`src/rtl/flit_sender.sv`:
```
// flit_sender: output stage of a mesh switch port.
// Pops flits from the port's input FIFO, XY-routes each head flit, locks the
// chosen output for the rest of the wormhole packet and offers every flit to
// the selected neighbour with a valid/ack handshake.

module flit_sender #(
    parameter int DATA_SIZE = 32,
    parameter int ADDR_SIZE = 4,
    parameter int PORTS_NUM = 4,
    parameter int X_COORD   = 0,
    parameter int Y_COORD   = 0
) (
    input  logic                                clk,
    input  logic                                a_rst,
    input  logic                                is_empty,
    input  logic [DATA_SIZE+ADDR_SIZE:0]        data_i,
    output logic                                rd_req,
    input  logic [PORTS_NUM:0]                  out_w,
    output logic [PORTS_NUM:0]                  out_r,
    output logic [DATA_SIZE+ADDR_SIZE:0]        data_o
);

    localparam int BUS_SIZE = DATA_SIZE + ADDR_SIZE + 1;
    localparam int HALF     = ADDR_SIZE / 2;
    localparam int PW       = $clog2(PORTS_NUM + 1);

    localparam logic [HALF-1:0] OWN_X = HALF'(X_COORD);
    localparam logic [HALF-1:0] OWN_Y = HALF'(Y_COORD);

    localparam logic [PW-1:0] PORT_NORTH = PW'(0);
    localparam logic [PW-1:0] PORT_EAST  = PW'(1);
    localparam logic [PW-1:0] PORT_SOUTH = PW'(2);
    localparam logic [PW-1:0] PORT_WEST  = PW'(3);
    localparam logic [PW-1:0] PORT_LOCAL = PW'(PORTS_NUM);

    localparam logic [1:0] S_IDLE = 2'd0;
    localparam logic [1:0] S_REQ  = 2'd1;
    localparam logic [1:0] S_WAIT = 2'd2;
    localparam logic [1:0] S_SEND = 2'd3;

    logic [1:0]    state;
    logic          packet_open;
    logic [PW-1:0] port_q;
    logic [PW-1:0] head_port;
    logic          ack;

    // X is resolved first, then Y; equal coordinates deliver locally.
    function automatic logic [PW-1:0] xy_route(input logic [ADDR_SIZE-1:0] addr);
        logic [HALF-1:0] dest_x;
        logic [HALF-1:0] dest_y;
        dest_x = addr[HALF-1:0];
        dest_y = addr[ADDR_SIZE-1:HALF];
        if (dest_x > OWN_X)      return PORT_EAST;
        else if (dest_x < OWN_X) return PORT_WEST;
        else if (dest_y > OWN_Y) return PORT_NORTH;
        else if (dest_y < OWN_Y) return PORT_SOUTH;
        else                     return PORT_LOCAL;
    endfunction

    function automatic logic [PORTS_NUM:0] one_hot(input logic [PW-1:0] p);
        return (PORTS_NUM+1)'(1) << p;
    endfunction

    // Route candidate for the flit arriving from the FIFO, and ack decode on the locked port.
    always_comb begin
        head_port = xy_route(data_i[ADDR_SIZE-1:0]);
        ack       = (out_w[port_q] === 1'b1);
    end

    // Pop / route / offer / wait-for-ack sequencer; all outputs are registered here.
    always_ff @(posedge clk or posedge a_rst) begin
        if (a_rst) begin
            state       <= S_IDLE;
            rd_req      <= 1'b0;
            out_r       <= '0;
            data_o      <= '0;
            packet_open <= 1'b0;
            port_q      <= '0;
        end else begin
            case (state)
                S_IDLE: begin
                    if (!is_empty) begin
                        rd_req <= 1'b1;
                        state  <= S_REQ;
                    end
                end
                S_REQ: begin
                    rd_req <= 1'b0;
                    state  <= S_WAIT;
                end
                S_WAIT: begin
                    data_o <= data_i;
                    if (!packet_open) begin
                        port_q      <= head_port;
                        packet_open <= 1'b1;
                        out_r       <= one_hot(head_port);
                    end else begin
                        out_r <= one_hot(port_q);
                    end
                    state <= S_SEND;
                end
                S_SEND: begin
                    if (ack) begin
                        out_r <= '0;
                        if (data_o[ADDR_SIZE]) packet_open <= 1'b0;
                        if (!is_empty) begin
                            rd_req <= 1'b1;
                            state  <= S_REQ;
                        end else begin
                            state <= S_IDLE;
                        end
                    end
                end
                default: state <= S_IDLE;
            endcase
        end
    end

endmodule

```
`config.mk`:
```
export PLATFORM = sky130hd
export DESIGN_NAME = flit_sender
export DESIGN_NICKNAME = d
export VERILOG_FILES = /design/src/rtl/flit_sender.sv
export SDC_FILE = /design/constraint.sdc
export NUM_CORES = 1
export LEC_CHECK = 0
export CORE_ASPECT_RATIO = 0.6
export CORE_UTILIZATION = 30
export CTS_BUF_LIST = sky130_fd_sc_hd__clkbuf_16
export CTS_CLUSTER_DIAMETER = 60
export DETAILED_ROUTE_END_ITERATION = 16
export PLACE_DENSITY = 0.65
export SYNTH_ARGS = -nofsm -noshare
export SYNTH_HDL_FRONTEND = slang
export SYNTH_SLANG_ARGS = --single-unit
```
`constraint.sdc`:
```
create_clock -name clk -period 2 [get_ports clk]
set_input_delay 0.4 -clock clk [delete_from_list [all_inputs] [get_ports clk]]
set_output_delay 0.4 -clock clk [all_outputs]
set_load 0.01 [all_outputs]
```
## Word level (Yosys, flattened, before mapping)

Index checks and enable logic that the tools add are counted.

| word-level totals | value |
|---|---|
| bits in registers | 49 |
| bits of input ports | 45 |
| output and inout bits | 43 |
| logic and storage cells | 48 |

| cells by class | value |
|---|---|
| order comparisons | 5 |
| equal/unequal tests | 7 |
| shift operators | 2 |
| muxes and demuxes | 19 |
| bitwise operators | 1 |
| reductions and logical operators | 8 |

Operator list:

| operator | count |
|---|---|
| $mux 3 | 4 |
| $mux 5 | 2 |
| $pmux 5 s2 | 1 |
| $shl 1x3->5 const A | 2 |
| $pmux 2 s4 | 1 |
| $reduce_and 2->1 | 4 |
| $mux 1 | 6 |
| $ne 2x2->1 const B | 3 |
| $eq 2x2->1 const B | 2 |
| $gt 2x1->1 const B | 2 |
| $lt 2x1->1 const B | 2 |
| $lt 3x4->1 const B | 1 |
| $mux 2 | 2 |
| $bmux 1 s3 | 1 |
| $pmux 1 s3 | 1 |
| $reduce_and 3->1 | 1 |
| $reduce_bool 3->1 | 1 |
| $eq 2x1->1 const B | 1 |
| $logic_not 2->1 | 1 |
| $pmux 1 s2 | 1 |
| $reduce_bool 2->1 | 1 |
| $eqx 1x1->1 const B | 1 |
| $not 1->1 | 1 |

## Depth between registers and ports, before layout

| depth | value |
|---|---|
| word-level depth | 8 |
| depth in mapped cells | 7 |
| depth with buffers taken out | 6 |

## Least setup slack after synthesis

OpenSTA, ideal clock, no wires.

| timing path | value |
|---|---|
| path type | reg-to-reg |
| from | register state[0] |
| to | register state[0] |
| setup time | 0.132 ns |
| arrival | 1.563 ns |
| data required time | 1.868 ns |
| slack | 0.304 ns |
| stages on the path, launching flop included | 7 |
| buffers on the path | 1 |
| period minus slack after synthesis | 1.696 ns |
| cells stage by stage | dfrtp_1 ha_1 buf_2 and2_1 a221o_1 o31ai_1 o31ai_1 |

| between the ends | value |
|---|---|
| longest elaborated chain between the ends | 3 |
| elaborated cells on any way between the ends | 8 |
| those cells by class | eq/ne: 5; mux: 1; reduce/logical: 2 |

RTL lines:

| element | line | text |
|---|---|---|
| start, declared | 41 | `logic [1:0] state;` |
| start signal, assigned | 73 | `state <= S_IDLE;` |
| start signal, assigned | 84 | `state <= S_REQ;` |
| start signal, assigned | 89 | `state <= S_WAIT;` |
| $eq 2x2->1 or $logic_not 2->1 (tied branches) | 80 | `case (state)` |
| $ne 2x2->1 (no source line) | n/a |  |
| $reduce_and 2->1 (no source line) | n/a |  |

Several ways; a longest one is shown, not always the timed one.
A chain may end at the register's enable or synchronous reset.

## Worst setup path after layout

Same ends and word-level chain as after synthesis.

==> results_dict.tcl <==
set metrics [dict create \
    crit_fanout 9 \
    vias 1412 \
    remaining_drc_errors 0 \
    antenna_found_initial 0 \
    peakVddDrop_uv 585.1 \
    crit_family "compound AO/OA/AOI/OAI gates" \
    synth-edff-count 0 \
    outcome "completed" \
    final_util 0.4891 \
    cts-htree-levels 2 \
    syn_to_final_growth_pct 54.60 \
    mappedNetlistArea_um2 1959 \
    max_freq_mhz 553.5 \
    grt_usage 0.1333 \
    fill_cells 571 \
    finalPower_mw 4.869 \
    worstSetupStartpoint "state[0]" \
    setup_viol 0 \
    ios 88 \
    syn_inst 144 \
    vias_per_cell 4.483 \
    clk_pin_slew_ns 0.06 \
    ys_seq_area_frac 0.5875 \
    die_area_um2 6869 \
    post_dp_cell_area_um2 2883 \
    clock_sinks 46 \
    slew_viol_final 0 \
    crit_top_cell "o31ai_1" \
    period_needed_ns 1.807 \
    holdWs_ns 0.4785 \
    ctsResizeCount 0 \
    synth.avg_cell_area_um2 13.61 \
    worstSetupStartpointType "flip-flop" \
    portBuffers 83 \
    die_x_um 106.3 \
    start_util 0.3164 \
    nets 280 \
    worstPathArrival_ns 1.96 \
    cp_num_buf_inv 0 \
    synth_cell_types 32 \
    final_common_cell "clkdlybuf4s50_1" \
    power_density_nw_per_um2 1607 \
    ant_nets 0 \
    worstHoldPathType "in2async" \
    dr.first_iter.drc_count 38 \
    cp-end-kind "flip-flop" \
    wire_per_inst_um 13.73 \
    finalSetupTns_ns 0 \
    drive_above_1_share 0.2251 \
    cp_cell_sequence "ha_1 -> and2_1 -> a221o_1 -> o31ai_1 -> o31ai_1" \
    synth_top_flop_cell "dfrtp_1" \
    max_cap_viol_count 0 \
    min_period_over_period 0.9033 \
    cts_made_buffers 5 \
    path_class "reg2reg" \
    drt_pre_antenna_iters 4 \
    num_antenna_cells 0 \
    clock-skew-final_ns 0.004426 \
    grt-ovfl-total 0 \
    postSynth.asyncResetShare 1.000 \
    synth-warning-count 0 \
    grt_pass1_vias 1431 \
    grt_max_degree 31 \
    layout_common_cells "clkdlybuf4s50_1 (83), dfrtp_1 (46), mux2_2 (37)" \
    num_rows 22 \
    fin_area_um2 3029 \
    cts_hold_buf 0 \
    root_buffer "clkbuf_16" \
    power.leakage_nw 1.267 \
    dieHeight_um 64.60 \
    slowest_stage "dfrtp_1" \
    report.final.hold_viol_count 0 \
    cts_tree "built" \
    cts_setup_buffers 0 \
    detailedPlacementHpwl_um 3211 \
    rsz0062_at_grt "false" \
    clkLatencyLatePin_ns 0.28 \
    routabilityCongestion 0.7128 \
    grt_pass1_wl_um 6962 \
    r2r_setup_slack_ns 0.19 \
    cp.required_ns 2.16 \
    ys_seq_elements 46 \
    routed_wl_um 4324 \
    cp_slowest_stage_delay_ns 0.43 \
    core_area_um2 6193 \
    r2r_start "state[0]" \
    cts_buffer_depth 2 \
]
worst reg2reg max path, delay by kind of cell, from the launching register on:
kind | cells | cell delay [ns]
AOI/OAI and AO/OA | 3 | 0.75
adders and majority gates | 1 | 0.32
DFF | 1 | 0.43
and+or+nand+nor | 1 | 0.19
registers in the layout, indices dropped and copies added (netlist names):
register,count
data_o,37
out_r,3
packet_open,1
port_q,2
rd_req,1
state,2
Yosys cell counts (2+ instances only):
library cell	instances	area, um2
dfrtp_1	46	1151
mux2_2	37	416.7
nor2_1	10	37.54
buf_2	5	25.02
ha_1	5	62.56
inv_1	5	18.77
o21ai_0	4	20.02
a21oi_1	3	15.01
buf_4	2	15.01
nand2_1	2	7.510
nand3b_1	2	15.01
o211ai_1	2	15.01
o31ai_1	2	15.01
through the flow:
step           cells  setup WS [ns]
2_1_floorplan    145         0.3044
3_3_place_gp     307         0.1688
3_5_place_dp     307         0.1511
4_1_cts          315         0.1660
5_1_grt          315        0.05102
6_report         315         0.1934
area by class of cell:
| class | count | area, um2 | area share |
|---|---|---|---|
| clock buffer | 5 | 125.1 | 0.04131 |
| clock inverter | 3 | 21.27 | 0.007022 |
| inverter | 5 | 18.77 | 0.006196 |
| multi-input combinational | 85 | 747.0 | 0.2466 |
| sequential | 46 | 1151 | 0.3800 |
| tap | 84 | 105.1 | 0.03470 |
| timing repair buffer | 87 | 860.8 | 0.2842 |
power by group:
part           switching, mW  leakage, nW  total (mW)  internal (mW)
Combinational          0.910        0.657        2.36           1.45
Sequential             0.294        0.540        1.71           1.41
Clock                  0.345       0.0698       0.807          0.462
Total                   1.55         1.27        4.87           3.32
logic make-up (layout without fill, tap and decap cells):
family / Yosys count / in the layout / synth area share
flops: 46 / 46 / 0.5875
simple gates: 20 / 20 / 0.05301
fa+ha+maj: 5 / 5 / 0.03193
mux: 39 / 39 / 0.2235
buf+inv: 14 / 100 / 0.03448
other cells: 1 / 2 / 0.001914
compound gates: 19 / 19 / 0.06769
final timing paths:
kind	endpoint	cells after the start
max in group asynchronous	data_o[4]	3
min in group clk	packet_open	1
worst min register to register	packet_open	1
worst max-delay path	state[0]	5
worst min-delay path	data_o[11]	3
worst max register to register	state[0]	5
routing by layer:
layer  wire length, um  GRT usage  vias to the layer above  share of wire
li1                  -          -                      675              -
met1              2114     0.1838                      680           0.49
met2              1836     0.1948                       55           0.42
met3               343    0.04427                        2          0.079
met4                29    0.04688                        0         0.0067
met5                 0          0                        -              0
Note: power is estimated with default switching activity, not from simulation.
